==> config.mk <==
export PLATFORM = sky130hd
export DESIGN_NAME = jtvigil_sndctrl
export DESIGN_NICKNAME = d
export VERILOG_FILES = /design/src/rtl/jtvigil_sndctrl.sv
export SDC_FILE = /design/constraint.sdc
export NUM_CORES = 1
export LEC_CHECK = 0
export ABC_AREA = 1
export ABC_CLOCK_PERIOD_IN_PS = 1330
export CORE_MARGIN = 2
export CORE_UTILIZATION = 43
export CTS_CLUSTER_DIAMETER = 30
export DETAILED_ROUTE_END_ITERATION = 10
export PLACE_DENSITY = 0.88
export SLEW_MARGIN = 10
export SYNTH_ARGS = -nofsm -noshare
export SYNTH_HDL_FRONTEND = slang
export SYNTH_SLANG_ARGS = --single-unit
==> constraint.sdc <==
create_clock -name clk -period 1.33 [get_ports clk]
set_input_delay 0.1995 -clock clk [delete_from_list [all_inputs] [get_ports clk]]
set_output_delay 0.1995 -clock clk [all_outputs]
set_load 0.01 [all_outputs]
==> src/rtl/jtvigil_sndctrl.sv <==
// jtvigil_sndctrl: sound CPU glue -- main/sound latch, IRQ vector, sample ROM port and DAC.
module jtvigil_sndctrl (
  input  logic        clk,
  input  logic        rst,
  input  logic        main_latch_wr,
  input  logic [7:0]  main_dout,
  input  logic [7:0]  snd_a,
  input  logic        snd_iorq_n,
  input  logic        snd_rd_n,
  input  logic        snd_wr_n,
  input  logic        snd_m1_n,
  input  logic [7:0]  snd_dout,
  input  logic        fm_irq_n,
  output logic [7:0]  io_dout,
  output logic        io_cs,
  output logic        snd_int_n,
  output logic        snd_wait_n,
  output logic [15:0] sample_addr,
  output logic        sample_cs,
  input  logic [7:0]  sample_data,
  input  logic        sample_ok,
  output logic [7:0]  dac
);
  logic [7:0]  latch_q, latch_d, dac_q, dac_d, io_dout_q, io_dout_d, vec;
  logic [15:0] addr_q, addr_d;
  logic        pend_q, pend_d, latch_wr_q, wr_n_q, ack_q, rd4_q, ok_q, ok_d;
  logic        io_cs_q, io_cs_d, int_n_q, int_n_d;
  logic        io_sel, ack, rd_sel, rd4, wr_fall, cap, clr;

  assign io_sel  = !snd_iorq_n && snd_m1_n && snd_a[7];
  assign ack     = !snd_iorq_n && !snd_m1_n;
  assign rd_sel  = io_sel && !snd_rd_n;
  assign rd4     = rd_sel && snd_a[2:0] == 3'd4;
  assign wr_fall = io_sel && wr_n_q && !snd_wr_n;
  assign cap     = main_latch_wr && !latch_wr_q;
  assign clr     = wr_fall && snd_a[2:0] == 3'd3;
  assign vec     = {2'b11, ~pend_q, fm_irq_n, 4'hf};

  always_comb begin
    pend_d   = cap | (pend_q & ~clr);
    latch_d  = cap ? main_dout : latch_q;
    dac_d    = (wr_fall && snd_a[2:0] == 3'd2) ? snd_dout : dac_q;
    addr_d   = (rd4_q && !rd4) ? addr_q + 16'd1 : addr_q;
    addr_d[7:0]  = (wr_fall && snd_a[2:0] == 3'd0) ? snd_dout : addr_d[7:0];
    addr_d[15:8] = (wr_fall && snd_a[2:0] == 3'd1) ? snd_dout : addr_d[15:8];
    ok_d     = rd4 & (ok_q | sample_ok);
    io_cs_d  = ack | rd_sel;
    int_n_d  = &vec;
    // the acknowledge vector is frozen on its first cycle; sample data is held once delivered
    io_dout_d = ack ? (ack_q ? io_dout_q : vec) :
                !rd_sel ? 8'hff :
                snd_a[2:0] == 3'd0 ? latch_q :
                snd_a[2:0] == 3'd4 ? ((sample_ok && !ok_q) ? sample_data : io_dout_q) :
                8'hff;
  end

  always_ff @(posedge clk or posedge rst) begin
    if (rst) begin
      latch_q    <= 8'h00;
      pend_q     <= 1'b0;
      dac_q      <= 8'h80;
      addr_q     <= 16'h0000;
      io_dout_q  <= 8'hff;
      io_cs_q    <= 1'b0;
      int_n_q    <= 1'b1;
      latch_wr_q <= 1'b1;
      wr_n_q     <= 1'b0;
      ack_q      <= 1'b0;
      rd4_q      <= 1'b0;
      ok_q       <= 1'b0;
    end else begin
      latch_q    <= latch_d;
      pend_q     <= pend_d;
      dac_q      <= dac_d;
      addr_q     <= addr_d;
      io_dout_q  <= io_dout_d;
      io_cs_q    <= io_cs_d;
      int_n_q    <= int_n_d;
      latch_wr_q <= main_latch_wr;
      wr_n_q     <= snd_wr_n;
      ack_q      <= ack;
      rd4_q      <= rd4;
      ok_q       <= ok_d;
    end
  end

  // wait and ROM request are combinational so the Z80 stalls in the same cycle the read appears
  assign snd_wait_n  = rst | !(rd4 && !sample_ok && !ok_q);
  assign sample_cs   = rd4 & ~rst;
  assign io_dout     = io_dout_q;
  assign io_cs       = io_cs_q;
  assign snd_int_n   = int_n_q;
  assign sample_addr = addr_q;
  assign dac         = dac_q;
endmodule

==> flow_summary.json <==
{
  "worst_setup_hold_path_clk_slew_ps": 90,
  "clock-sinks": 48,
  "place_ws_ps": -603,
  "synthToLayoutAreaGrowth_pct": 59.5,
  "critical_path.cell_chain": "buf_6 > ha_4 > nand3_2 > buf_6 > o21bai_1 > nand3_1 > nand2_1 > nand2_1 > nand2_1",
  "p_int_mw": 2.51,
  "yosysSeqAreaShare": 0.470,
  "critPathBufInv": 2,
  "synthAdderAreaFrac": 0.00484,
  "grt_pass1_wl_um": 12700,
  "antenna_found_initial": 0,
  "vias": 2889,
  "max_cap_violations": 0,
  "run_status": "finished, violations left",
  "ctsHoldBuffers": 0,
  "r2r_start": "sample_addr[1]",
  "drtAntennaViolNets": 0,
  "maxSlewViolCount": 0,
  "cp.arrival_ps": 1590,
  "grt_overflow": 0,
  "fp-row-count": 28,
  "synthSimpleGateAreaFrac": 0.359,
  "synth_area_um2": 2580,
  "cts-buffers-inserted": 5,
  "dpl.cell_count": 527,
  "n_antenna_cell": 0,
  "synth.distinct_cells": 25,
  "clk_latency_ps": 290,
  "cts-htree-levels": 2,
  "synth_compound_area_frac": 0.0416,
  "max_freq_mhz": 742,
  "holdCritStartpoint": "snd_m1_n",
  "synth-xor-area-share": 0.0136,
  "rr_worst_depth": 9,
  "dp_hpwl_um": 5620,
  "ys_warn_count": 0,
  "ys_seq_elements": 48,
  "min_path_type": "in2reg",
  "die_h_um": 81.5,
  "worstReg2RegEnd": "sample_addr[6]",
  "crit_path_end_kind": "flip-flop",
  "cellLeakagePower_nw": 2.12,
  "setup_viol": 2,
  "cp_max_fo": 3,
  "core_um2": 5850,
  "hold_viol": 0,
  "hold_slack_ps": 256,
  "wl_per_cell_um": 14.1,
  "max_slew.worst_pin.slew_ps": 215,
  "grtUsageTotal": 0.248,
  "clockBufferDepth": 2,
  "fin_ws_ps": -17.0,
  "power_frac_comb": 0.263,
  "fin_skew_ps": 5.17,
  "crit_top_cell": "nand2_1",
  "rsz0062_at_grt": "yes",
  "fin_util": 0.704,
  "crit_path_top_delay_cell": "dfrtp_1",
  "fin_crit_ps": 1350,
  "fin_crit_sh": 1.01,
  "vdd_ir_drop_max_mv": 0.558,
  "postPlaceCellArea_um2": 3720,
  "required_ps": 1570,
  "syn-instance-count": 345,
  "port-buffer-count": 72,
  "drive_gt1_frac": 0.309,
  "routed_wl_um": 7970,
  "min_to": "io_cs",
  "final_cells": 564,
  "power.density_nw_per_um2": 844,
  "r2r_slack_ps": -20,
  "max_slew_margin": 0.855,
  "initial_core_util": 0.442,
  "stdcell_area_um2": 4120,
  "synth_top_family_by_area": "simple AND/OR/NAND/NOR gates",
  "finalPower_mw": 3.48,
  "p_sw_frac": 0.277,
  "syn_nets": 387,
  "synth.avg_cell_area_um2": 7.49,
  "initialDrtViolationCount": 188,
  "nets": 530,
  "critical_path.max_stage_delay_ps": 370,
  "fin_setup_tns_ps": -24.0,
  "min_delay_path_depth": 3,
  "cts_tree": "built",
  "dieWidth_um": 81.5,
  "cp_top_family": "simple AND/OR/NAND/NOR gates",
  "dieArea_um2": 6640,
  "grt_pass1_vias": 2845,
  "crit_type": "reg2reg",
  "switching_power_mw": 0.965,
  "drtPass1Iterations": 5,
  "drc": 0,
  "violations": "setup timing",
  "io_pins": 77,
  "viasPerCell": 5.12,
  "grt_max_degree": 31,
  "gp_congestion": 0.915,
  "root_buffer": "clkbuf_8",
  "power_frac_seq": 0.481,
  "clkPwrFrac": 0.256,
  "crit_path_start_kind": "flip-flop",
  "synth_mux_area_frac": 0.0349
}
## power by group through the flow
stage,Sequential [mW],Combinational (mW),Clock (mW)
6_report,1.67,0.915,0.889
5_1_grt,1.68,1.01,0.984
4_1_cts,1.67,0.849,0.911
3_5_place_dp,1.73,0.762,0
3_3_place_gp,1.72,0.734,0
2_1_floorplan,1.75,0.274,0
## flip-flops by register name, indices dropped and copies added (netlist names)
signal and flops:
ack_q 1, dac 8, io_cs 1, io_dout 8
latch_q 8, latch_wr_q 1, ok_q 1, pend_q 1
rd4_q 1, sample_addr 16, snd_int_n 1, wr_n_q 1
## kinds of logic after synthesis
kind of cell | after synthesis
adders and majority gates | 1
buffers and inverters | 49
AOI/OAI and AO/OA | 21
muxes | 8
DFF | 48
xor gates and xnor gates | 4
and+or+nand+nor | 214
## routing by layer
metal | GRT usage | wire length (um) | vias up
li1 | - | - | 1374
met1 | 0.289 | 2990 | 1354
met2 | 0.452 | 4130 | 136
met3 | 0.0418 | 597 | 25
met4 | 0.0983 | 243 | 0
met5 | 0 | 0 | -
## Yosys cell counts, drive strengths merged
cell type | n | area share
o21bai | 1 | 0.0029
nand3 | 38 | 0.076
dfstp | 11 | 0.11
buf | 4 | 0.010
nand2 | 128 | 0.19
xor2 | 1 | 0.0034
dfrtp | 37 | 0.36
xnor2 | 3 | 0.010
o21ai | 17 | 0.033
mux2 | 8 | 0.035
nor2 | 31 | 0.047
nand4 | 9 | 0.027
inv | 45 | 0.065
ha | 1 | 0.0048
nor3 | 8 | 0.017
a21oi | 3 | 0.0058
## how the worst max path moves through the flow
| stage | to | cells past startpoint | from | slack (ps) |
|---|---|---|---|---|
| 4_1_cts | snd_wait_n | 6 | snd_iorq_n | -60 |
| 3_3_place_gp | snd_wait_n | 7 | snd_a[7] | -560 |
| 2_1_floorplan | ack_q | 1 | rst | 3 |
| 6_report | sample_addr[6] | 9 | sample_addr[1] | -20 |
| 5_1_grt | sample_addr[4] | 9 | sample_addr[1] | -100 |
| 3_5_place_dp | snd_wait_n | 7 | snd_m1_n | -600 |
## layout by cell type (no fill, tap or decap), types with 3 or more instances in the layout
cell,synthesis,routed
buf_4,0,57
dfrtp_2,0,5
nand2_2,4,8
nand3_2,1,6
clkbuf_8,0,6
nand3_1,37,32
clkdlybuf4s50_1,0,29
inv_2,12,14
nand2_4,1,3
a21oi_1,3,3
mux2_2,8,8
dlygate4sd2_1,0,27
dfstp_2,11,11
dfrtp_1,37,32
buf_2,3,4
nand2_1,123,117
nor2_2,2,3
buf_12,0,4
nor3_1,7,7
o21ai_1,14,14
nor2_4,0,6
nand4_1,7,7
buf_6,1,8
inv_1,33,30
nor2_1,29,22
clkdlybuf4s15_1,0,9
## tightest hold or removal path: cells and delay by family
family | cells | cell delay, ps
AOI/OAI and AO/OA | 1 | 100
buffers and inverters | 2 | 200
## timing repair
action	in CTS	in global routing
endpoints found under the setup margin	66	26
buffers inserted	25	5
pin swaps	5	20
resized for setup	76	41
## cell type report
type                    count  area, um2
flip-flops and latches     48       1220
clock buffers               8       90.1
well taps                  75       93.8
inverters                  45        169
repair buffers            140       1240
fillers                   456       1730
multi-input cells         248       1300
Note: power is estimated with default switching activity, not from simulation.
